### src/rtl/halt_monitor_pkg.sv
// halt_monitor_pkg: shared state and error-code encodings for the halt monitor
package halt_monitor_pkg;

    typedef enum logic [1:0] {
        RUN    = 2'd0,
        SETTLE = 2'd1,
        DONE   = 2'd2,
        ERROR  = 2'd3
    } stateT;

    typedef enum logic [1:0] {
        ERR_NONE      = 2'd0,
        ERR_TIMEOUT   = 2'd1,
        ERR_HALT_DROP = 2'd2,
        ERR_WORD_CHG  = 2'd3
    } errCodeT;

endpackage

### src/rtl/sat_counter.sv
// sat_counter: up-counter with enable, synchronous clear and saturation at all-ones
module sat_counter #(
    parameter int W = 8
) (
    input  logic         clk,
    input  logic         rstn,
    input  logic         en,
    input  logic         clr,
    output logic [W-1:0] cnt
);

    // Clear wins over increment; the count sticks once it reaches all-ones.
    always_ff @(posedge clk or negedge rstn) begin
        if (!rstn) cnt <= '0;
        else if (clr) cnt <= '0;
        else if (en && cnt != '1) cnt <= cnt + 1'b1;
    end

endmodule

### src/rtl/halt_monitor.sv
// halt_monitor: watches a DUT for its first halt, then checks the halt and result word stay put
module halt_monitor
    import halt_monitor_pkg::*;
#(
    parameter int DATA_W        = 16,
    parameter int CNT_W         = 32,
    parameter int TIMEOUT       = 3000,
    parameter int SETTLE_CYCLES = 5,
    parameter int CHECK_EN      = 0
) (
    input  logic              clk,
    input  logic              rstn,
    input  logic              en,
    input  logic              halt,
    input  logic [DATA_W-1:0] firstWord,
    output logic              done,
    output logic              pass,
    output logic [1:0]        errCode,
    output logic [DATA_W-1:0] wordAtHalt,
    output logic [CNT_W-1:0]  clkAtHalt,
    output logic [CNT_W-1:0]  clkCnt
);

    localparam bit          CHK         = CHECK_EN != 0;
    localparam logic [7:0]  SETTLE_LAST = 8'(SETTLE_CYCLES - 1);

    stateT             state, stateNext;
    errCodeT           err, errNext;
    logic              active, capture;
    logic [CNT_W-1:0]  cntNext;
    logic [7:0]        settleCnt;

    assign active  = en && (state == RUN || state == SETTLE);
    assign capture = active && state == RUN && halt;
    assign cntNext = (clkCnt == '1) ? clkCnt : clkCnt + 1'b1;

    // The settle counter tracks active edges since capture, i.e. clkCnt - clkAtHalt.
    sat_counter #(.W(CNT_W)) clkCounter (
        .clk  (clk),
        .rstn (rstn),
        .en   (active),
        .clr  (1'b0),
        .cnt  (clkCnt)
    );

    sat_counter #(.W(8)) settleCounter (
        .clk  (clk),
        .rstn (rstn),
        .en   (active && state == SETTLE),
        .clr  (capture),
        .cnt  (settleCnt)
    );

    // Next state and error code; errors outrank completion on the same edge.
    always_comb begin
        stateNext = state;
        errNext   = err;
        if (active && state == RUN) begin
            if (halt) begin
                stateNext = SETTLE;
            end else if (CHK && cntNext > CNT_W'(TIMEOUT)) begin
                stateNext = ERROR;
                errNext   = ERR_TIMEOUT;
            end
        end else if (active && state == SETTLE) begin
            if (CHK && !halt) begin
                stateNext = ERROR;
                errNext   = ERR_HALT_DROP;
            end else if (CHK && firstWord != wordAtHalt) begin
                stateNext = ERROR;
                errNext   = ERR_WORD_CHG;
            end else if (settleCnt == SETTLE_LAST) begin
                stateNext = DONE;
            end
        end
    end

    // State, error code and the one-shot capture of the first halt.
    always_ff @(posedge clk or negedge rstn) begin
        if (!rstn) begin
            state      <= RUN;
            err        <= ERR_NONE;
            wordAtHalt <= '0;
            clkAtHalt  <= '0;
        end else begin
            state <= stateNext;
            err   <= errNext;
            if (capture) begin
                wordAtHalt <= firstWord;
                clkAtHalt  <= cntNext;
            end
        end
    end

    assign done    = state == DONE || state == ERROR;
    assign pass    = state == DONE;
    assign errCode = err;

endmodule

### config.mk
export PLATFORM = sky130hd
export DESIGN_NAME = halt_monitor
export DESIGN_NICKNAME = d
export VERILOG_FILES = /design/src/rtl/halt_monitor_pkg.sv /design/src/rtl/sat_counter.sv /design/src/rtl/halt_monitor.sv
export SDC_FILE = /design/constraint.sdc
export NUM_CORES = 1
export LEC_CHECK = 0
export ABC_CLOCK_PERIOD_IN_PS = 4300
export CAP_MARGIN = 20
export CORE_UTILIZATION = 55
export DETAILED_ROUTE_END_ITERATION = 8
export DONT_BUFFER_PORTS = 1
export HOLD_SLACK_MARGIN = 0.02
export PLACE_DENSITY = 0.74
export RECOVER_POWER = 50
export SLEW_MARGIN = 25
export SYNTH_ARGS = -nofsm -noshare
export SYNTH_HDL_FRONTEND = slang
export SYNTH_SLANG_ARGS = --single-unit
### constraint.sdc
create_clock -name clk -period 4.3 [get_ports clk]
set_input_delay 1.29 -clock clk [delete_from_list [all_inputs] [get_ports clk]]
set_output_delay 1.29 -clock clk [all_outputs]
set_load 0.005 [all_outputs]
==> results list <==
* Initial antenna violation count: 0
* Number of buffers inserted by port buffering: 0
* CTS Buffer Depth: 2
- The first global-routing pass estimated 15700 um of wire.
* IO Count: 104
- The number of buffers and inverters on the critical path is 2.
* Minimum clock period: 3220 ps
* Mapped Cells: 447
- The repair_antennas step left the layout with diodes totalling 0.
- The worst pin sits at a relative slew slack of 40.0%.
* Fraction of the yosys area taken by sequential cells: 51.9%
* Number of warnings printed during yosys synthesis: 0
* Met1 demand-to-capacity share in global routing: 31.3%
- Final setup TNS: 0 ps
- The worst setup path is of the in2reg kind.
- Power density of the placed cells: 535 mW/mm^2
- Most instantiated library cell after synthesis: sky130_fd_sc_hd__dfrtp_1
* Tightest Pin Transition: 897 ps
* Clock-pin slew reported for the worst setup and hold paths after clock tree synthesis: 110 ps
* Remaining global-route overflow: 0
- Among the stages of the critical path, the cell type that occurs most often is sky130_fd_sc_hd__buf_4.
- For this run, asynchronously set or reset flops after synthesis account for 100%.
* Final design instance area without fill: 0.00458 mm^2
- Cell with the biggest individual delay on the critical path: sky130_fd_sc_hd__nor2_1
- Area occupied by registers: 0.00225 mm^2
- STA classifies the critical path startpoint as an input port.
- The run finished with clean final reports.
* Vias: 3124
- In this run the most used layer during global routing was met2.
* Crit-path max FO: 29
* Critical Path Sink Type: flip-flop
- Placement Rows: 32
- Number of filler cells placed in the layout: 671
* Static Leak: 1.92 nW
- Once the floorplan was initialized, standard cells occupied 56.5% of the core.
- Entering global routing, the biggest net connects 91 pins.
- Setup repair after global routing left no endpoint under its margin.
* Proportion of netlist area held by the largest area contributor: 51.9%
- Net switching share of the total power: 36.6%
* NumNets Final: 461
- Avg Vias per Cell: 5.73
- After synthesis the cells add up to 0.00434 mm^2.
- Area of the multi-input gates: 0.00197 mm^2
- Across all hold checks on the routed design, the worst slack comes to 514 ps.
- Once detail routing completed, the nets flagged for antenna violations numbered 0.
* Hold Path Class: reg2reg
- The final hold violation count was 0.
* Met2 Use GR: 38.8%
- Commonest cells post-synth: sky130_fd_sc_hd__dfrtp_1, sky130_fd_sc_hd__nand2_1, sky130_fd_sc_hd__nor2_1, sky130_fd_sc_hd__xor2_1, sky130_fd_sc_hd__a21oi_1
- For this block, the routed nets add up to 9430 um of wire.
* Share of total power in combinational logic: 18.2%
- In the finished design, the share of the clock period the worst path needs comes to 74.8%.
- Post-CTS repair changed the size of 0 cells.
- Vias in the first global route: 3100
- Per report_power, the sequential group accounts for 58.3% of the total.
- In the final routed layout, each cell accounts on average for 17.3 um.
- Clock tree from TritonCTS: done
- The region available for standard cell placement spans 0.00769 mm^2.
* Number of clock sinks: 90
- The signal on the critical path passes through nor2b_1 -> buf_4 -> nand2_1 -> or2_2 -> nor2_1 -> buf_4 -> a21oi_1.
- The H-tree was split into 3 levels.
- Most used DFF post-synth: sky130_fd_sc_hd__dfrtp_1
- For this design the total switching power over the nets is 0.000896 W.
- Top cells by area, synth: sky130_fd_sc_hd__dfrtp_1, sky130_fd_sc_hd__xor2_1, sky130_fd_sc_hd__nand2_1
* Synthesized area per cell: 9.71 um^2
- Skew final: 9.87 ps
* Largest stage delay, worst path: 770 ps
* Hold-fix buffer count after cts: 0
- After clock tree synthesis, the setup repair step added 0 buffers.
- Count of distinct cell types in the synthesized netlist: 46
- DRC violations left: 0
* Dpl hpwl: 6380 um
- The clock network accounts for 23.5% of the total power.
- At the worst endpoint, the arrival time is 3470 ps.
- Y dimension of the die: 90.8 um
- The die covers 0.00825 mm^2.
- Post-synthesis register bit count: 90
* Number of synthesized flops with an enable pin: 0
- Global routing used 24.2% of the available tracks across all layers.
- Across the run, the number of max-cap violations was 0.
* Clock latency at the later pin of the worst-skew pair: 370 ps
* Number of DRC violations after detailed-routing iteration 0: 177
* GR met3 Demand/Resource: 6.48%
- Proportion of layout cells with a drive suffix above 1: 8.13%
- After detailed placement, the total cell area comes to 0.00439 mm^2.
- The final-report max-slew violation count came to 0.
- The tree is rooted in a sky130_fd_sc_hd__clkbuf_8.
* Final setup fails: 0
* Int Pwr: 0.00155 W
* Final weighted congestion of routability-driven global placement: 0.819
- STA puts the critical path data required time at 4550 ps.
- Across the VDD grid, the largest voltage drop is 0.229 mV.
- FMAX: 311 MHz
- Category of cells accounting for the largest share of critical-path delay: simple AND/OR/NAND/NOR gates
- Buffers inserted during clock tree synthesis total 9.
* Area growth syn-to-layout: 5.53%
- sky130_fd_sc_hd__dfrtp_1 takes more of the synthesized area than any other cell.
- Total iterations of the first detailed-routing run: 4
- From left edge to right edge, the die measures 90.8 um.
==> cell families (layout without fill, tap and decap cells) <==
logic type	after synthesis	in the layout	synth area share, %
AO/OA/AOI/OAI	46	46	5.94
XOR/XNOR	60	60	12.1
adder cells (fa/ha/maj)	3	3	0.865
buffers and inverters	29	24	3.00
flip-flops	90	90	51.9
multiplexers	2	2	0.490
other	1	2	0.0864
AND/OR/NAND/NOR	216	216	25.6
==> worst min-delay path, stage by stage, from the launching register on <==
cell	delay (ps)
sky130_fd_sc_hd__dfrtp_1	380
sky130_fd_sc_hd__nand2_1	60
sky130_fd_sc_hd__nand2_1	60
==> metrics by stage <==
step	setup WS [ps]	power [W]	cells	utilization, %
after floorplan	1680	0.00174	448	-
after global placement	796	0.00186	529	57.1
after detailed placement	707	0.00190	529	57.1
after CTS	1100	0.00246	545	59.6
after global routing	939	0.00259	545	59.6
final	1080	0.00245	545	59.6
==> placed cells by master, fill, tap and decap left out, types with 2 or more instances in the layout <==
cell                       count
sky130_fd_sc_hd__inv_1         5
sky130_fd_sc_hd__nor3_1       15
sky130_fd_sc_hd__nor4_2        3
sky130_fd_sc_hd__xor2_1       32
sky130_fd_sc_hd__nand2_1      70
sky130_fd_sc_hd__buf_4         3
sky130_fd_sc_hd__nand3_1      26
sky130_fd_sc_hd__dfrtp_1      90
sky130_fd_sc_hd__xnor2_1      28
sky130_fd_sc_hd__conb_1        2
sky130_fd_sc_hd__nand4_2       3
sky130_fd_sc_hd__nor3_2        4
sky130_fd_sc_hd__and3_1        8
sky130_fd_sc_hd__clkbuf_8      9
sky130_fd_sc_hd__nor3b_1       2
sky130_fd_sc_hd__nor4_1        3
sky130_fd_sc_hd__nand4_1      15
sky130_fd_sc_hd__inv_8         2
sky130_fd_sc_hd__or3_1         7
sky130_fd_sc_hd__and2_1        4
sky130_fd_sc_hd__nor2b_1       2
sky130_fd_sc_hd__ha_1          3
sky130_fd_sc_hd__nor2_1       43
sky130_fd_sc_hd__and4_1        2
sky130_fd_sc_hd__a21oi_1      29
sky130_fd_sc_hd__o21ai_1       2
sky130_fd_sc_hd__inv_6         4
sky130_fd_sc_hd__o21ai_0       7
==> power by group through the flow <==
stage / clock [W] / combinational, W / sequential [W]
floorplan: 0 / 0.000400 / 0.00134
global placement: 0 / 0.000423 / 0.00144
detailed placement: 0 / 0.000450 / 0.00145
CTS: 0.000581 / 0.000450 / 0.00143
global route: 0.000610 / 0.000514 / 0.00147
finish: 0.000575 / 0.000445 / 0.00143
==> state kept, by name, summed over array words and instances (netlist names) <==
register	cells
state	2
settleCounter.cnt	8
clkAtHalt	32
wordAtHalt	16
clkCounter.cnt	32
==> path summary, 6_finish.rpt <==
check / start / to / slack [ps] / cells after the start
hold reg to reg: wordAtHalt[3] / wordAtHalt[3] / 510 / 2
setup reg to reg: clkCounter.cnt[0] / clkAtHalt[8] / 1250 / 7
hold / removal: wordAtHalt[3] / wordAtHalt[3] / 510 / 2
min in group asynchronous: rstn / wordAtHalt[2] / 600 / 0
max in group asynchronous: rstn / clkAtHalt[21] / 3550 / 0
setup / recovery: en / clkAtHalt[8] / 1080 / 7
==> layer usage <==
metal	part of all wire (%)	wire [um]
met3	6.9	653
met4	2.1	201
met5	0	0
met1	44	4100
met2	47	4470
==> cell type report <==
| cell class | count | area share [%] |
|---|---|---|
| sequential | 90 | 49.2 |
| timing repair buffer | 3 | 0.492 |
| multi-input combinational | 329 | 43.0 |
| clock buffer | 9 | 2.70 |
| clock inverter | 7 | 1.45 |
| inverter | 5 | 0.410 |
| tap | 102 | 2.79 |
Power figures use the tool's default switching activity.
